<file path="src/rtl/obc_dft_pkg.sv">
// Shared constants, word type and control-state encoding for the OBC DFT
// bit-serial ROM reader/accumulator.
package obc_dft_pkg;

    localparam int OBC_W    = 32;
    localparam int OBC_FRAC = 21;
    localparam int OBC_INT  = 10;
    localparam int OBC_B    = 16;

    typedef logic signed [OBC_W-1:0] obc_word_t;

    typedef enum logic [1:0] {
        IDLE = 2'd0,
        RUN  = 2'd1,
        DONE = 2'd2
    } state_t;

endpackage

</file>
<file path="src/rtl/obc_lane_acc.sv">
// One lane of the OBC shift-accumulator: B guard LSBs keep every halving exact,
// and the final (sign-bit) step subtracts, floors to W bits and adds the offset.
module obc_lane_acc
    import obc_dft_pkg::*;
#(
    parameter int             B      = OBC_B,
    parameter int             W      = OBC_W,
    parameter logic [W-1:0]   OFFSET = '0
) (
    input  logic         clk,
    input  logic         rst_n,
    input  logic         clr,
    input  logic         add,
    input  logic         last,
    input  logic [W-1:0] rom_word,
    output logic [W-1:0] y
);

    localparam int AW = W + B;

    logic signed [AW-1:0] acc_q, acc_d;
    logic signed [AW-1:0] word_x;
    logic signed [AW:0]   sum;
    logic signed [AW-1:0] diff;
    logic        [W-1:0]  y_q, y_d;

    // The ROM word sits above the guard bits; one extra sum bit keeps the
    // add-then-halve step free of overflow.
    always_comb begin
        word_x = $signed({rom_word, {B{1'b0}}});
        sum    = $signed({acc_q[AW-1], acc_q}) + $signed({word_x[AW-1], word_x});
        diff   = acc_q - word_x;
        y_d    = W'(diff >>> B) + OFFSET;
        acc_d  = acc_q;
        if (clr) begin
            acc_d = '0;
        end else if (add) begin
            acc_d = AW'(sum >>> 1);
        end
    end

    always_ff @(posedge clk or negedge rst_n) begin
        if (!rst_n) begin
            acc_q <= '0;
            y_q   <= '0;
        end else begin
            acc_q <= acc_d;
            if (last) begin
                y_q <= y_d;
            end
        end
    end

    assign y = y_q;

endmodule

</file>
<file path="src/rtl/obc_dft_accumulator.sv">
// Bit-serial OBC DFT reader: shifts four samples out LSB-first as ROM address
// bits and accumulates the two returned ROM lanes into one result per lane.
module obc_dft_accumulator
    import obc_dft_pkg::*;
#(
    parameter int           B       = OBC_B,
    parameter int           W       = OBC_W,
    parameter logic [W-1:0] OFFSET0 = '0,
    parameter logic [W-1:0] OFFSET1 = '0
) (
    input  logic           clk,
    input  logic           rst_n,
    input  logic           start,
    output logic           ready,
    input  logic [4*B-1:0] smp_in,
    output logic [3:0]     rom_bits,
    input  logic [W-1:0]   rom_word0,
    input  logic [W-1:0]   rom_word1,
    output logic           out_valid,
    input  logic           out_ready,
    output logic [W-1:0]   y0,
    output logic [W-1:0]   y1
);

    localparam int            CW       = (B > 1) ? $clog2(B) : 1;
    localparam logic [CW-1:0] LAST_CNT = CW'(B - 1);

    state_t             state_q;
    logic [CW-1:0]      cnt_q;
    logic [3:0][B-1:0]  sr_q;
    logic [3:0]         rom_bits_q;
    logic               ready_q;
    logic               out_valid_q;

    logic at_msb, lane_clr, lane_add, lane_last;

    assign at_msb    = (cnt_q == LAST_CNT);
    assign lane_clr  = (state_q == IDLE) && start;
    assign lane_add  = (state_q == RUN) && !at_msb;
    assign lane_last = (state_q == RUN) && at_msb;

    // rom_bits is loaded with bit 0 on the start edge, so the ROM already sees
    // bit cnt during each RUN cycle; the shift registers stay one bit ahead.
    always_ff @(posedge clk or negedge rst_n) begin
        if (!rst_n) begin
            state_q     <= IDLE;
            cnt_q       <= '0;
            sr_q        <= '0;
            rom_bits_q  <= '0;
            ready_q     <= 1'b1;
            out_valid_q <= 1'b0;
        end else begin
            case (state_q)
                IDLE: begin
                    if (start) begin
                        for (int i = 0; i < 4; i++) begin
                            sr_q[i]       <= smp_in[i*B +: B] >> 1;
                            rom_bits_q[i] <= smp_in[i*B];
                        end
                        cnt_q   <= '0;
                        ready_q <= 1'b0;
                        state_q <= RUN;
                    end
                end
                RUN: begin
                    for (int i = 0; i < 4; i++) begin
                        sr_q[i]       <= sr_q[i] >> 1;
                        rom_bits_q[i] <= sr_q[i][0];
                    end
                    cnt_q <= cnt_q + 1'b1;
                    if (at_msb) begin
                        rom_bits_q  <= '0;
                        out_valid_q <= 1'b1;
                        state_q     <= DONE;
                    end
                end
                DONE: begin
                    if (out_ready) begin
                        out_valid_q <= 1'b0;
                        ready_q     <= 1'b1;
                        state_q     <= IDLE;
                    end
                end
                default: begin
                    out_valid_q <= 1'b0;
                    ready_q     <= 1'b1;
                    state_q     <= IDLE;
                end
            endcase
        end
    end

    obc_lane_acc #(.B(B), .W(W), .OFFSET(OFFSET0)) u_lane0 (
        .clk      (clk),
        .rst_n    (rst_n),
        .clr      (lane_clr),
        .add      (lane_add),
        .last     (lane_last),
        .rom_word (rom_word0),
        .y        (y0)
    );

    obc_lane_acc #(.B(B), .W(W), .OFFSET(OFFSET1)) u_lane1 (
        .clk      (clk),
        .rst_n    (rst_n),
        .clr      (lane_clr),
        .add      (lane_add),
        .last     (lane_last),
        .rom_word (rom_word1),
        .y        (y1)
    );

    assign ready     = ready_q;
    assign out_valid = out_valid_q;
    assign rom_bits  = rom_bits_q;

endmodule

</file>
<file path="config.mk">
export PLATFORM = sky130hd
export DESIGN_NAME = obc_dft_accumulator
export DESIGN_NICKNAME = d
export VERILOG_FILES = /design/src/rtl/obc_dft_pkg.sv /design/src/rtl/obc_lane_acc.sv /design/src/rtl/obc_dft_accumulator.sv
export SDC_FILE = /design/constraint.sdc
export NUM_CORES = 1
export LEC_CHECK = 0
export CELL_PAD_IN_SITES_DETAIL_PLACEMENT = 0
export CELL_PAD_IN_SITES_GLOBAL_PLACEMENT = 1
export CORE_ASPECT_RATIO = 0.8
export CORE_MARGIN = 5
export CORE_UTILIZATION = 42
export DETAILED_ROUTE_END_ITERATION = 10
export HOLD_SLACK_MARGIN = 0.12
export PLACE_DENSITY_LB_ADDON = 0.1
export SLEW_MARGIN = 25
export SYNTH_ARGS = -nofsm -noshare
export SYNTH_HDL_FRONTEND = slang
export SYNTH_SLANG_ARGS = --single-unit
</file>
<file path="constraint.sdc">
create_clock -name clk -period 3 [get_ports clk]
set_input_delay 0.45 -clock clk [delete_from_list [all_inputs] [get_ports clk]]
set_output_delay 0.45 -clock clk [all_outputs]
set_load 0.1 [all_outputs]
</file>
; Word level (Yosys, flattened, before mapping)
; Cells that the tools add are included.
[classes]
addsub = 5
n_eq_ne = 6
muxes = 21
div = 0
n_bitwise = 2
n_reduce_logical = 11
mul = 0
magnitude_cmp = 0
n_shift = 0
[op_table]
columns = op, count
row1 = 48-bit 2-to-1 mux, 4
row2 = 64-bit one-hot mux with 2 select lines, 1
row3 = 48-bit by 48-bit adder with 49-bit output, 2
row4 = 48-bit subtractor, 2
row5 = 64-bit 2-to-1 mux, 1
row6 = 4-bit one-hot mux with 2 select lines, 2
row7 = 4-bit 2-to-1 mux, 3
row8 = 3-bit AND reduction, 3
row9 = 2-bit 2-to-1 mux, 3
row10 = "2-bit inequality test, second input constant", 3
row11 = 1-bit one-hot mux with 3 select lines, 2
row12 = 2-bit one-hot mux with 3 select lines, 1
row13 = "4-bit by 1-bit adder with 4-bit output, second input constant", 1
row14 = "4-bit equality test, second input constant", 1
row15 = 1-bit 2-to-1 mux, 4
row16 = 2-bit nonzero test, 2
row17 = 1-bit logical AND, 3
row18 = "2-bit by 1-bit equality test with 1-bit output, second input constant", 1
row19 = "2-bit equality test, second input constant", 1
row20 = 2-bit logical NOT, 1
row21 = 1-bit inverter, 2
row22 = 2-bit AND reduction, 1
row23 = 1-bit logical NOT, 1
[totals]
mem_bits_rw = 0
mem_count = 0
wordCells = 58
inputBits = 132
rom_bits = 0
output_inout_bits = 70
latch_bits = 0
ff_bits = 236

; Longest topological paths before layout
[depth]
ltp_word = 5
mapped_depth = 13
ltp_nobuf = 13

; Hierarchy
; A second synthesis with hierarchy kept.
[unflattened]
cells_unflattened = 1780
hier_area_um2 = 15184.6
[modules_own_cells]
columns = module, cells_per_inst, area_each_um2, n_inst, seq_area_each_um2
row1 = obc_lane_acc (u_lane0), 728, 6103.4, 1, 1601.5
row2 = obc_lane_acc (u_lane1), 730, 5972.0, 1, 1601.5
row3 = obc_dft_accumulator, 322, 3109.2, 1, 1803.0

; Worst setup path before layout
; No wires, ideal clock.
[synth_timing]
path_type = input-to-reg
startpoint = in rom_word1[9]
endpoint = reg u_lane1.acc_q[44]
setup_slack_ns = 0.142
path_buffers = 1
setup_ns = 0.138
required_time_ns = 2.862
arrival_ns = 2.720
stages = 13
path_cell_list = inv_1 > ha_1 > buf_6 > or4_4 > nor2_2 > o2111ai_1 > o211ai_2 > a31oi_4 > o221ai_2 > a211oi_2 > a21oi_1 > mux2i_1 > o211ai_1
[synth_via]
elab_chain_cells = 3
[synth_lines]
columns = element, line_no
row1 = "start, declared", obc_dft_accumulator.sv:18  ; input logic [W-1:0] rom_word1,
row2 = 48-bit by 48-bit adder with 49-bit output, obc_lane_acc.sv:31  ; sum = $signed({acc_q[AW-1], acc_q}) + $signed({word_x[AW-1], word_x});
row3 = 48-bit 2-to-1 mux, obc_lane_acc.sv:37  ; end else if (add) begin
row4 = 48-bit 2-to-1 mux, obc_lane_acc.sv:35  ; if (clr) begin
row5 = "end signal, assigned", obc_lane_acc.sv:44  ; acc_q <= '0;
row6 = "end signal, assigned", obc_lane_acc.sv:47  ; acc_q <= acc_d;
row7 = "end, declared", obc_lane_acc.sv:21  ; logic signed [AW-1:0] acc_q, acc_d;
; No other way between the ends. The select of a mux whose other input is x is not followed.
; A chain may end at the register's enable or synchronous reset.

; Worst setup path after layout
[layout_timing]
startpoint = reg u_lane1.acc_q[24]
endpoint = reg u_lane1.acc_q[45]
[layout_via]
elab_chain_cells = 3
[layout_lines]
columns = element, line_no
row1 = 48-bit by 48-bit adder with 49-bit output, obc_lane_acc.sv:31
row2 = 48-bit 2-to-1 mux, obc_lane_acc.sv:37
row3 = 48-bit 2-to-1 mux, obc_lane_acc.sv:35
; No other way between the ends. The select of a mux whose other input is x is not followed.

==> run metrics <==
leakage power 0.00949 uW; Post-synth top flop sky130_fd_sc_hd__dfrtp_1; CP Cell Sequence ha_4 -> or4_4 -> nor2_4 -> a21boi_4 -> o311ai_4 -> a211o_4 -> a211oi_4 -> o21a_1 -> xor2_1 -> o21ai_1; number of synthesis warnings 0; via count of the first global-routing pass 14100; # DRC 0; pwr/cell area 1330 nW/um2; maxcap violations 0; count of clock tree sinks 200; number of distinct library cell variants in the gate-level netlist after synthesis 80; wire length after detailed routing 47.2 mm; maximum fanout encountered on the critical timing path 4; I/O pin total 202; final count of pins violating max slew 0; clock tree from TritonCTS done; number of antenna violations at the first check in global routing 2; CORE AREA 33700 um2; DRC marker count from the first detailed-route iteration 879; quantity of I/O buffers inserted on ports 201; type of the tightest min-delay check in2reg; data arrival at the endpoint of the critical path 3.27 ns; Initial Utilization 42.7%; routed wirelength normalized by instance count 17.6 um; gr usage total 24.6%; number of levels in the clock H-tree 4; Setup Viol. Count Final 0; overall die area 38100 um2; fin crit period 2.92 ns; Clock Tree Buf Depth 2; cell area after technology mapping 14400 um2; share of synthesized area occupied by flip-flops and latches 34.8%; start-to-end type of the worst setup path reg2reg; fraction of registers with async set or reset after synthesis 100%; Horiz. Die Dim 217 um; #FFs+latches synth 200; Max IR drop VDD 0.699 mV; height of the die 176 um; Post-Synthesis Cells 1765; final RePlAce weighted congestion 0.930; setup skew after layout 0.0222 ns; final worst-path cycle share 97.2%; WP data required 3.35 ns; Layout area overhead 39.9%; total power consumption of the routed design 26900 uW; post-layout utilization of the core 59.7%; wire length of the first global-routing pass 75.9 mm; Post-Route Setup TNS 0 ns; vias after detailed routing 14100; final worst setup slack 0.0838 ns; clock tree root buffer cell sky130_fd_sc_hd__clkbuf_16; pre-CTS setup slack -0.759 ns; layout cells sized above 1 24.3%; Slew @ Worst Pin 0.676 ns; count of TritonRoute iterations in the first routing pass 4; Routed Antenna Nets 0; fin nets 2489; worst-path cell with the longest stage delay sky130_fd_sc_hd__or4_4; Via density 5.28; result of the run complete, no violations; post-synthesis average cell area 8.15 um2; max-slew headroom at the worst pin 54.9%; Critical Path End Type flop; f_max 0.343 GHz; total nets after synthesis 2028; row count 60; insertion delay to the later sink of the worst-skew pair 0.47 ns; highest cell delay on the worst timing path 0.56 ns; unrepaired setup endpoints after global routing yes; hold violation count in the final report 0; kind of start point of the critical path flop; number of enable-type register cells in the synthesized netlist 0; cts bufs inserted 17; number of fill cells 3030; largest net degree at the start of global routing 72; clock slew at reported path FFs 0.09 ns; HPWL after DPL 36.8 mm; remaining global-route overflow 0
[sequential cells by signal, summed over array words and instances (netlist names)]
name and flops:
u_lane0.acc_q 32, ready 1, cnt_q 4, state_q 2, u_lane0.y 32, u_lane1.y 32, rom_bits 4, sr_q 60
u_lane1.acc_q 32, out_valid 1
[metrics by stage]
step,instances,area (um2),hold slack [ns]
after floorplan,1765,14400,0.154
after global placement,2629,18900,0.463
after detailed placement,2629,18900,0.469
after CTS,2666,19700,0.486
after global routing,2674,20100,0.435
final,2674,20100,0.435
[critical path, delay by kind of cell (launching register included)]
family	cells	cell delay, ns
fa+ha+maj	1	0.25
flops	1	0.43
compound gates	6	1.28
simple gates	2	0.68
xor+xnor	1	0.15
[power by group]
part | switching [uW] | internal [uW] | leakage (uW) | total (uW)
Combinational | 11700 | 7650 | 0.00688 | 19300
Sequential | 1010 | 4140 | 0.00232 | 5150
Clock | 1270 | 1130 | 0.000296 | 2400
Total | 13900 | 12900 | 0.00949 | 26900
[cells by family (layout without fill, tap and decap cells)]
logic type | Yosys count | after routing | share of synthesized area, %
and+or+nand+nor | 567 | 567 | 17.7
AOI/OAI and AO/OA | 528 | 528 | 22.8
buffers and inverters | 223 | 697 | 5.99
DFF | 200 | 200 | 34.8
adders and majority gates | 131 | 131 | 11.6
xor gates and xnor gates | 107 | 107 | 6.52
muxes | 9 | 9 | 0.635
other | 0 | 1 | 0
[timing repair]
action,CTS,global route
pin swaps,20,33
resized for setup,31,73
endpoints found under the hold margin,67,0
hold buffers,1,0
setup endpoints to repair,30,43
buffers inserted,4,7
gates cloned,0,0
[layout make-up]
class | count | area (um2) | share of cell area [%]
clock inverter | 15 | 179 | 0.889
tap | 434 | 543 | 2.70
antenna | 1 | 2.50 | 0.0124
sequential | 200 | 5010 | 24.9
multi-input combinational | 1342 | 8990 | 44.7
inverter | 124 | 465 | 2.31
clock buffer | 17 | 425 | 2.11
timing repair buffer | 541 | 4510 | 22.4
[layer usage]
| metal | up-vias | GRT usage [%] | share of wire, % |
|---|---|---|---|
| li1 | 7041 | - | - |
| met1 | 6727 | 37.4 | 50 |
| met2 | 312 | 36.6 | 43 |
| met3 | 41 | 4.36 | 5.0 |
| met4 | 2 | 5.71 | 1.6 |
| met5 | - | 0 | 0.042 |
[path summary, 6_finish.rpt]
kind	start	endpoint	slack [ns]	cells after the start
min	rom_word0[0]	u_lane0.y[0]$_DFFE_PN0P_	0.44	3
min in group asynchronous	rst_n	u_lane1.y[8]$_DFFE_PN0P_	0.58	2
min reg2reg	u_lane0.y[8]$_DFFE_PN0P_	u_lane0.y[8]$_DFFE_PN0P_	0.48	2
max	u_lane1.acc_q[24]$_DFFE_PN0P_	u_lane1.acc_q[45]$_DFFE_PN0P_	0.08	10
max reg2reg	u_lane1.acc_q[24]$_DFFE_PN0P_	u_lane1.acc_q[45]$_DFFE_PN0P_	0.08	10
max in group asynchronous	rst_n	u_lane0.acc_q[41]$_DFFE_PN0P_	1.61	3
[cells in the final DEF, fill, tap and decap left out, types with 66 or more instances in the layout]
master / synthesis / layout
sky130_fd_sc_hd__a21oi_1: 140 / 131
sky130_fd_sc_hd__buf_4: 1 / 401
sky130_fd_sc_hd__clkdlybuf4s50_1: 0 / 116
sky130_fd_sc_hd__dfrtp_1: 199 / 198
sky130_fd_sc_hd__ha_1: 127 / 111
sky130_fd_sc_hd__inv_1: 122 / 118
sky130_fd_sc_hd__nand2_1: 148 / 144
sky130_fd_sc_hd__nand3_1: 67 / 66
sky130_fd_sc_hd__nor2_1: 221 / 217
sky130_fd_sc_hd__o21ai_0: 150 / 142
sky130_fd_sc_hd__xnor2_1: 94 / 94
[synth_stat cells (all sizes together) (9+ instances only)]
cell type,number,share of area (%)
o31ai,23,1.2
o22ai,59,2.6
o21ai,158,5.5
inv,122,3.2
dfrtp,199,35
a21oi,141,4.9
buf,26,0.85
xor2,13,0.79
nand4,9,0.39
nand2,148,3.9
o21a,10,0.52
nor4,11,0.48
nand3,67,2.3
o21bai,31,1.6
xnor2,94,5.7
nor2,222,5.8
clkbuf,73,1.9
ha,127,11
a31oi,16,0.80
nor3,34,1.2
a21o,27,1.4
nand2b,26,1.1
a211oi,13,0.75
Note: power is estimated with default switching activity, not from simulation.
